### src/rtl/digit_frame_loader_pkg.sv
// Shared types and constants for the digit frame loader.
package digit_frame_loader_pkg;

  typedef enum logic {
    FILL   = 1'b0,
    COMMIT = 1'b1
  } state_t;

  localparam int NDIG        = 4;
  localparam int IDX_W       = 2;
  localparam int DEF_TIMEOUT = 1000;

endpackage

### src/rtl/digit_frame_loader_if.sv
// Producer-to-loader digit stream: valid/ready handshake plus abort.
interface digit_frame_loader_if #(
  parameter int W = 4
);

  logic         in_valid;
  logic         in_ready;
  logic [W-1:0] in_data;
  logic         abort;

  modport master (
    output in_valid,
    output in_data,
    output abort,
    input  in_ready
  );

  modport slave (
    input  in_valid,
    input  in_data,
    input  abort,
    output in_ready
  );

endinterface

### src/rtl/digit_frame_loader.sv
// Digit frame loader: collects four digits into a shadow bank and commits
// them atomically to the live display outputs so the display never tears.
// Optional feature: define DIGIT_FRAME_LOADER_TIMEOUT_EN to discard partial
// frames after TIMEOUT idle clocks and raise the sticky err flag.
module digit_frame_loader
  import digit_frame_loader_pkg::*;
#(
  parameter int W       = 4,
  parameter int TIMEOUT = DEF_TIMEOUT
) (
  input  logic                 clk,
  input  logic                 rst_n,
  digit_frame_loader_if.slave  bus,
  output logic [W-1:0]         D0,
  output logic [W-1:0]         D1,
  output logic [W-1:0]         D2,
  output logic [W-1:0]         D3,
  output logic                 frame_done,
  output logic [IDX_W-1:0]     wr_idx,
  output logic                 err
);

  if (TIMEOUT < 2) begin : g_timeout_check
    $error("digit_frame_loader: TIMEOUT must be at least 2");
  end

  state_t           r_state;
  logic [IDX_W-1:0] r_wr_idx;
  logic             r_in_ready;
  logic             r_frame_done;
  logic [W-1:0]     r_shadow [NDIG];
  logic [W-1:0]     r_live   [NDIG];

  logic             w_timeout;
  logic             w_abort;

  // A timeout expiry is handled exactly like a producer abort.
  assign w_abort = bus.abort | w_timeout;

`ifdef DIGIT_FRAME_LOADER_TIMEOUT_EN
  localparam int CNT_W = $clog2(TIMEOUT);

  logic [CNT_W-1:0] r_idle_cnt;
  logic             r_err;
  logic             w_xfer;

  assign w_xfer    = (r_state == FILL) & bus.in_valid & ~w_abort;
  assign w_timeout = (r_state == FILL) && (r_wr_idx != '0) &&
                     (r_idle_cnt == CNT_W'(TIMEOUT - 1));

  // Idle counter: runs only while a partial frame sits in the shadow bank.
  always_ff @(posedge clk) begin
    if (!rst_n) begin
      r_idle_cnt <= '0;
    end else if ((r_state != FILL) || (r_wr_idx == '0) || w_xfer ||
                 bus.abort || w_timeout) begin
      r_idle_cnt <= '0;
    end else begin
      r_idle_cnt <= r_idle_cnt + CNT_W'(1);
    end
  end

  // Sticky error: set by an expiry, cleared when the next frame commits.
  always_ff @(posedge clk) begin
    if (!rst_n) begin
      r_err <= 1'b0;
    end else if (w_timeout) begin
      r_err <= 1'b1;
    end else if (r_state == COMMIT) begin
      r_err <= 1'b0;
    end
  end

  assign err = r_err;
`else
  assign w_timeout = 1'b0;
  assign err       = 1'b0;
`endif

  // Frame FSM: fill the shadow bank in order, then copy it to the live bank
  // in a single commit cycle during which no new digit is accepted.
  always_ff @(posedge clk) begin
    if (!rst_n) begin
      r_state      <= FILL;
      r_wr_idx     <= '0;
      r_in_ready   <= 1'b1;
      r_frame_done <= 1'b0;
      for (int i = 0; i < NDIG; i++) begin
        r_shadow[i] <= '0;
        r_live[i]   <= '0;
      end
    end else begin
      case (r_state)
        FILL: begin
          r_frame_done <= 1'b0;
          if (w_abort) begin
            r_wr_idx <= '0;
          end else if (bus.in_valid) begin
            r_shadow[r_wr_idx] <= bus.in_data;
            r_wr_idx           <= r_wr_idx + IDX_W'(1);
            if (r_wr_idx == IDX_W'(NDIG - 1)) begin
              r_state      <= COMMIT;
              r_in_ready   <= 1'b0;
              r_frame_done <= 1'b1;
            end
          end
        end
        COMMIT: begin
          for (int i = 0; i < NDIG; i++) begin
            r_live[i] <= r_shadow[i];
          end
          r_frame_done <= 1'b0;
          r_in_ready   <= 1'b1;
          r_state      <= FILL;
        end
        default: begin
          r_state <= FILL;
        end
      endcase
    end
  end

  assign bus.in_ready = r_in_ready;
  assign frame_done   = r_frame_done;
  assign wr_idx       = r_wr_idx;
  assign D0           = r_live[0];
  assign D1           = r_live[1];
  assign D2           = r_live[2];
  assign D3           = r_live[3];

endmodule

### src/flat_wrapper.sv
// flat-port wrapper written by rule: the top's interface ports become plain ports
module digit_frame_loader_flat import digit_frame_loader_pkg::*;
#(
  parameter int W       = 4,
  parameter int TIMEOUT = DEF_TIMEOUT
)
  (clk, rst_n, D0, D1, D2, D3, frame_done, wr_idx, err, bus_in_valid, bus_in_data, bus_abort, bus_in_ready);
  digit_frame_loader_if #(.W(W)) bus_i ();
  input  logic clk;
  input  logic rst_n;
  output logic [W-1:0] D0;
  output logic [W-1:0] D1;
  output logic [W-1:0] D2;
  output logic [W-1:0] D3;
  output logic frame_done;
  output logic [IDX_W-1:0] wr_idx;
  output logic err;
  input wire logic [$bits(bus_i.in_valid)-1:0] bus_in_valid;
  input wire logic [$bits(bus_i.in_data)-1:0] bus_in_data;
  input wire logic [$bits(bus_i.abort)-1:0] bus_abort;
  output wire logic [$bits(bus_i.in_ready)-1:0] bus_in_ready;
  assign bus_i.in_valid = bus_in_valid;
  assign bus_i.in_data = bus_in_data;
  assign bus_i.abort = bus_abort;
  assign bus_in_ready = bus_i.in_ready;
  digit_frame_loader #(.W(W), .TIMEOUT(TIMEOUT)) u_core (.clk(clk), .rst_n(rst_n), .bus(bus_i), .D0(D0), .D1(D1), .D2(D2), .D3(D3), .frame_done(frame_done), .wr_idx(wr_idx), .err(err));
endmodule
### config.mk
export PLATFORM = sky130hd
export DESIGN_NAME = digit_frame_loader_flat
export DESIGN_NICKNAME = d
export VERILOG_FILES = /design/src/rtl/digit_frame_loader_pkg.sv /design/src/rtl/digit_frame_loader_if.sv /design/src/rtl/digit_frame_loader.sv /design/src/flat_wrapper.sv
export SDC_FILE = /design/constraint.sdc
export NUM_CORES = 1
export LEC_CHECK = 0
export CAP_MARGIN = 10
export CORE_UTILIZATION = 50
export DETAILED_ROUTE_END_ITERATION = 6
export PLACE_DENSITY = 0.77
export SLEW_MARGIN = 30
export SYNTH_ARGS = -nofsm -noshare
export SYNTH_HDL_FRONTEND = slang
export SYNTH_SLANG_ARGS = --single-unit
### constraint.sdc
create_clock -name clk -period 3.6 [get_ports clk]
set_input_delay 0.72 -clock clk [delete_from_list [all_inputs] [get_ports clk]]
set_output_delay 0.72 -clock clk [all_outputs]
set_load 0.1 [all_outputs]
## After elaboration in Yosys (flattened, before gate mapping)

Memories as Yosys holds them, arrays and structs flattened.
Index checks and enable logic that the tools add are counted.

- Register bits after elaboration: 4
- Latch bits: 0
- Bits in writable memories: 32
- ROM bits: 0
- Output and inout port bits: 21
- Logic and storage cells: 45
- Memories: 2

- $add $sub $neg: 1
- Multipliers: 0
- Div/mod/pow operators: 0
- Magnitude comparators: 0
- Equality and inequality tests: 4
- Shifts and indexed selects: 0
- Mux-type cells: 26
- Bitwise operators: 5
- Reduce and logical (&&, ||, !) cells: 4

Memories:

| name | depth | width | read ports | clocked after Yosys merged registers in | wr ports | line | text |
|---|---|---|---|---|---|---|---|
| u_core.r_live | 4 | 4 | 4 | 0 | 4 | digit_frame_loader.sv:32 | `logic [W-1:0] r_live [NDIG];` |
| u_core.r_shadow | 4 | 4 | 4 | 0 | 4 | digit_frame_loader.sv:31 | `logic [W-1:0] r_shadow [NDIG];` |

Operator list:

| kind | count |
|---|---|
| two-way mux 4 bit | 5 |
| two-way mux 1 bit | 16 |
| two-way mux 2 bit | 3 |
| inequality test 2 bit (second input constant) | 2 |
| OR 1 bit | 4 |
| case mux 1 bit (2 select lines) | 2 |
| OR reduction 4 bit | 1 |
| AND reduction 3 bit | 1 |
| adder 2 x 1 -> 2 bit (second input constant) | 1 |
| == test 2 bit (second input constant) | 1 |
| inequality test 2 x 1 -> 1 bit (second input constant) | 1 |
| AND reduction 2 bit | 1 |
| nonzero test 2 bit | 1 |
| NOT 1 bit | 1 |

## Depth between registers and ports, before layout

Gate-level depths: netlist (run 1).

- Depth after elaboration: 7
- Depth in mapped cells: 3

## Worst setup path after synthesis (run 1)

Ideal clock, no wire load.

- Path kind: flip-flop to flip-flop
- From: reg u_core.r_wr_idx[0], in the netlist u_core.wr_idx[0]
- To: mem u_core.r_shadow[1][0], enable pin
- Setup time: 0.335 ns
- Arrival: 1.800 ns
- Data required time: 3.265 ns
- Path slack: 1.465 ns
- Stages on the path, launching flop included: 4
- Path buffers: 1
- Clock period less this slack: 2.135 ns
- Cell sequence: dfxtp_1 buf_2 nand2b_1 o21ai_1

RTL lines:

| what | line | text |
|---|---|---|
| start: declaration | digit_frame_loader.sv:28 | `logic [IDX_W-1:0] r_wr_idx;` |
| start signal: assignment | digit_frame_loader.sv:100 | `r_wr_idx <= r_wr_idx + IDX_W'(1);` |
| end: declaration | digit_frame_loader.sv:31 |  |

## Worst setup path after layout (run 1)

- From: reg u_core.r_in_ready, in the netlist u_core.bus.in_ready
- To: out bus_in_ready

RTL lines:

| what | line | text |
|---|---|---|
| start: declaration | digit_frame_loader.sv:29 | `logic r_in_ready;` |
| start signal: assignment | digit_frame_loader.sv:86 | `r_in_ready <= 1'b1;` |
| start signal: assignment | digit_frame_loader.sv:103 | `r_in_ready <= 1'b0;` |
| start signal: assignment | digit_frame_loader.sv:113 | `r_in_ready <= 1'b1;` |
| end: declaration | flat_wrapper.sv:21 | `output wire logic [$bits(bus_i.in_ready)-1:0] bus_in_ready;` |

No word-level cell between the ends.

==> results of run 1 <==
[cell families after synthesis]
logic type | after synthesis | share of synthesized area
simple gates | 43 | 0.218
compound gates | 8 | 0.0440
other cells | 1 | 0.00244
fa+ha+maj | 1 | 0.00815
flops | 36 | 0.678
buf+inv | 13 | 0.0489
[synthesized netlist by cell type, drive strengths merged]
cell | count | share of area
o31ai | 1 | 0.014
nor3 | 8 | 0.052
and2 | 1 | 0.0041
o21ai | 3 | 0.0098
o21ba | 1 | 0.0065
ha | 1 | 0.0081
edfxtp | 32 | 0.63
clkbuf | 2 | 0.0049
o22ai | 2 | 0.0081
or2b | 1 | 0.0049
a2bb2oi | 1 | 0.0057
and4bb | 1 | 0.0081
or3b | 1 | 0.0057
dfxtp | 4 | 0.052
nor2 | 4 | 0.0098
nand4bb | 1 | 0.011
inv | 4 | 0.0098
buf | 7 | 0.034
nand2 | 4 | 0.0098
nor4 | 4 | 0.038
and3 | 16 | 0.065
conb | 1 | 0.0024
nand2b | 2 | 0.0098
[worst paths after layout]
kind,endpoint,start,cells after the start,slack (ns)
setup reg to reg,u_core.r_shadow[2][3]$_SDFFCE_PN0P_,u_core.r_state$_SDFF_PP0_,2,1.43
hold reg to reg,u_core.bus.in_ready$_SDFFE_PN1P_,u_core.bus.in_ready$_SDFFE_PN1P_,1,0.50
hold / removal,u_core.bus.in_ready$_SDFFE_PN1P_,u_core.bus.in_ready$_SDFFE_PN1P_,1,0.50
setup / recovery,bus_in_ready,u_core.bus.in_ready$_SDFFE_PN1P_,1,1.07
[metal layers]
layer  part of all wire  track usage  vias up
li1                   -            -      431
met1               0.42        0.194      412
met2               0.50        0.259       26
met3              0.060       0.0680        6
met4              0.019       0.0627        0
met5                  0            0        -
[report_power, final]
part           switching [mW]  internal (mW)
clock network           0.126          0.142
registers             0.00684          0.468
logic                  0.0844         0.0256
total                   0.217          0.636
[stage by stage]
step                      total power [mW]  setup WS [ns]  hold WS (ns)
after floorplan                      0.569           1.46         0.535
after global placement               0.592          0.926         0.480
after detailed placement             0.595          0.785         0.485
after CTS                            0.859           1.05         0.499
after global routing                 0.890          0.994         0.518
final                                0.852           1.07         0.496
[final cells by class]
cell class | instances | area (sq um) | share of cell area
flip-flops and latches | 36 | 1040 | 0.560
multi-input cells | 53 | 419 | 0.225
repair buffers | 28 | 270 | 0.145
well taps | 31 | 38.8 | 0.0209
clock buffers | 5 | 37.5 | 0.0202
clock inverters | 3 | 37.5 | 0.0202
inverters | 4 | 15.0 | 0.00808
[flip-flops by register name, summed over array words and instances (netlist names)]
signal and count:
u_core.bus.in_ready 1, u_core.r_live 16, u_core.r_shadow 16, u_core.r_state 1
u_core.wr_idx 2
==> results.sh, run 1 <==
export IMPL_status="finished, violations left"
export IMPL_violations="design-rule violations"
export IMPL_drive_above_1_share=0.209
export IMPL_cts_sinks=36
export IMPL_crit_type="flip-flop to primary output"
export IMPL_tns_ns=0
export IMPL_rsz0062_at_grt="false"
export IMPL_insertedDiodeCount=0
export IMPL_htreeDepth=2
export IMPL_critPathMaxFanout=2
export IMPL_utilization=0.657
export IMPL_postCtsHoldBufs=0
export IMPL_cts_buffers_inserted=5
export IMPL_max_stage_delay_ns=1.13
export IMPL_fin_area_sq_mm=0.00186
export IMPL_power_density_mw_per_mm2=458
export IMPL_ant_nets=0
export IMPL_hpwlAfterDp_um=1610
export IMPL_drt_iter0_drc=19
export IMPL_synth_cell_type_count=27
export IMPL_hold_violations=0
export IMPL_antenna_found_initial=0
export IMPL_synth_area_sq_mm=0.00154
export IMPL_syn2layout_area_growth_pct=21.1
export IMPL_drv_cap=0
export IMPL_hold_path_class="flip-flop to flip-flop"
export IMPL_grt_pass1_vias=774
export IMPL_slew_headroom=0.350
export IMPL_critical_path_required_ns=2.88
export IMPL_ys_seq_area_frac=0.678
export IMPL_yosysWarnings=0
export IMPL_irDropWorstVdd_mv=0.281
export IMPL_grt_pass1_wl_um=3780
export IMPL_skew_ns=0.00523
export IMPL_min_period_ns=2.53
export IMPL_grt_max_degree=26
export IMPL_syn_area_per_cell_sq_um=15.1
export IMPL_fp_dieArea_sq_mm=0.00330
export IMPL_routed_via_density=5.47
export IMPL_fin_crit_sh=0.703
export IMPL_leakage_nw=0.707
export IMPL_critical_path_arrival_ns=1.81
export IMPL_start_util=0.543
export IMPL_die_h_um=57.4
export IMPL_die_x_um=57.4
export IMPL_synthCells=102
export IMPL_clkTransAtPathRegs_ns=0.10
export IMPL_drc_errors=2
export IMPL_crit_path_top_delay_cell="clkdlybuf4s50_1"
export IMPL_final_cell_mix="edfxtp_1 (32), clkdlybuf4s50_1 (24), and3_1 (16)"
export IMPL_cp_start_kind="flip-flop"
export IMPL_core_sq_mm=0.00283
export IMPL_cts_resized=0
export IMPL_crit_family="buffers and inverters"
export IMPL_nets=137
export IMPL_io_pins=29
export IMPL_tightest_slew_ns=0.972
export IMPL_crit_path_end_kind="primary output"
export IMPL_grt_ovfl_total=0
export IMPL_critPathBufInv=1
export IMPL_placed_area_sq_mm=0.00178
export IMPL_drt_pass1_iter_count=6
export IMPL_wl_per_cell_um=14.4
export IMPL_fill_cells=202
export IMPL_finalNonFillerCells=160
export IMPL_drt_total_wl_um=2300
export IMPL_ys_seq_elements=36
export IMPL_cts_setup_buffers=0
export IMPL_clockRootBuffer="clkbuf_4"
export IMPL_place_inst=152
export IMPL_routabilityCongestion=0.764
export IMPL_cts_max_path_buffers=2
export IMPL_track_usage=0.161
export IMPL_cts_tree="done"
export IMPL_setup_violations=0
export IMPL_synth_fp_nets=111
export IMPL_vias=875
export IMPL_port_buffers=27
export IMPL_fmax_ghz=0.395
export IMPL_final_common_cell="edfxtp_1"
export IMPL_path_cells="clkdlybuf4s50_1"
export IMPL_clkLatencyLatePin_ns=0.33
export IMPL_core_rowCount=19
export IMPL_final_max_slew_viol_count=0
Power figures use the tool's default switching activity.
==> run 2: changes to the inputs <==
Clock period 3.6 ns to 2.5 ns, I/O delays scaled along.
==> results.sh, run 2 (synthesis gave the netlist of run 1 again) <==
export IMPL_status="finished, violations left"
export IMPL_violations="design-rule violations"
export IMPL_grt_pass1_vias=794
export IMPL_crit_path_end_kind="primary output"
export IMPL_core_rowCount=19
export IMPL_clkTransAtPathRegs_ns=0.09
export IMPL_crit_family="flip-flops"
export IMPL_fmax_ghz=0.525
export IMPL_drt_iter0_drc=17
export IMPL_hold_path_class="flip-flop to flip-flop"
export IMPL_power_density_mw_per_mm2=621
export IMPL_crit_type="flip-flop to primary output"
export IMPL_max_stage_delay_ns=0.68
export IMPL_hpwlAfterDp_um=1520
export IMPL_final_cell_mix="edfxtp_1 (32), buf_4 (24), and3_1 (16)"
export IMPL_die_x_um=57.4
export IMPL_cts_sinks=36
export IMPL_die_h_um=57.4
export IMPL_clkLatencyLatePin_ns=0.33
export IMPL_leakage_nw=0.727
export IMPL_skew_ns=0.00380
export IMPL_vias=859
export IMPL_critical_path_arrival_ns=1.41
export IMPL_irDropWorstVdd_mv=0.504
export IMPL_antenna_found_initial=0
export IMPL_drv_cap=0
export IMPL_critPathBufInv=1
export IMPL_fp_dieArea_sq_mm=0.00330
export IMPL_ant_nets=0
export IMPL_grt_max_degree=23
export IMPL_insertedDiodeCount=0
export IMPL_hold_violations=0
export IMPL_track_usage=0.149
export IMPL_slew_headroom=0.549
export IMPL_tightest_slew_ns=0.676
export IMPL_setup_violations=0
export IMPL_drt_total_wl_um=2120
export IMPL_path_cells="buf_4"
export IMPL_wl_per_cell_um=13.0
export IMPL_io_pins=29
export IMPL_start_util=0.543
export IMPL_place_inst=155
export IMPL_cts_max_path_buffers=2
export IMPL_final_max_slew_viol_count=0
export IMPL_nets=140
export IMPL_cts_setup_buffers=0
export IMPL_layout_area_seq_sq_mm=0.00104
export IMPL_cts_tree="done"
export IMPL_syn2layout_area_growth_pct=18.1
export IMPL_critical_path_required_ns=2.00
export IMPL_finalPower_mw=1.13
export IMPL_tns_ns=0
export IMPL_cts_resized=0
export IMPL_fin_crit_sh=0.762
export IMPL_rsz0062_at_grt="false"
export IMPL_clockRootBuffer="clkbuf_4"
export IMPL_critPathMaxFanout=11
export IMPL_routabilityCongestion=0.797
export IMPL_grt_pass1_wl_um=3540
export IMPL_final_common_cell="edfxtp_1"
export IMPL_drive_above_1_share=0.348
export IMPL_cp_start_kind="flip-flop"
export IMPL_htreeDepth=2
export IMPL_postCtsHoldBufs=0
export IMPL_drc_errors=2
export IMPL_port_buffers=27
export IMPL_drt_pass1_iter_count=6
export IMPL_routed_via_density=5.27
export IMPL_multi_input_area_sq_um=419
export IMPL_fill_cells=221
export IMPL_crit_path_top_delay_cell="dfxtp_1"
export IMPL_finalNonFillerCells=163
export IMPL_cts_buffers_inserted=5
export IMPL_grt_ovfl_total=0
export IMPL_min_period_ns=1.91
export IMPL_whs_ns=0.503
export IMPL_core_sq_mm=0.00283
run 2: cell types whose count changed in the layout (fill, tap and decap cells not counted):
cell / change
buf_4: +20
bufinv_16: -1
clkbuf_1: +2
clkdlybuf4s50_1: -17
clkinv_1: -1
run 2: cell type report:
class	instances	area share
clock buffers	7	0.0248
clock inverters	1	0.00207
inverters	4	0.00828
multi-input cells	53	0.231
flip-flops and latches	36	0.574
well taps	31	0.0214
repair buffers	31	0.138
run 2: report_power, final:
part	internal (mW)	switching, mW
combinational	0.0361	0.122
clock	0.108	0.176
sequential	0.674	0.00919
total	0.818	0.307
run 2: per-layer routing:
layer	vias up	part of all wire	track usage
met5	-	0	0
met4	0	0.019	0.0836
met3	4	0.048	0.0431
met2	22	0.49	0.246
met1	401	0.45	0.173
li1	432	-	-
run 2: worst paths after layout:
check	cells after the start	start	end	slack (ns)
min reg2reg	1	u_core.bus.in_ready$_SDFFE_PN1P_	u_core.bus.in_ready$_SDFFE_PN1P_	0.50
max	1	u_core.wr_idx[1]$_SDFFE_PN0P_	wr_idx[1]	0.59
max reg2reg	2	u_core.r_state$_SDFF_PP0_	u_core.r_shadow[2][0]$_SDFFCE_PN0P_	0.75
min	1	u_core.bus.in_ready$_SDFFE_PN1P_	u_core.bus.in_ready$_SDFFE_PN1P_	0.50
run 2: through the flow:
stage | util | worst slack (ns) | instance area [sq um]
final | 0.641 | 0.594 | 1810
after global routing | 0.641 | 0.518 | 1810
after CTS | 0.641 | 0.577 | 1810
after detailed placement | 0.624 | 0.306 | 1760
after global placement | 0.624 | 0.344 | 1760
after floorplan | - | 0.365 | 1540
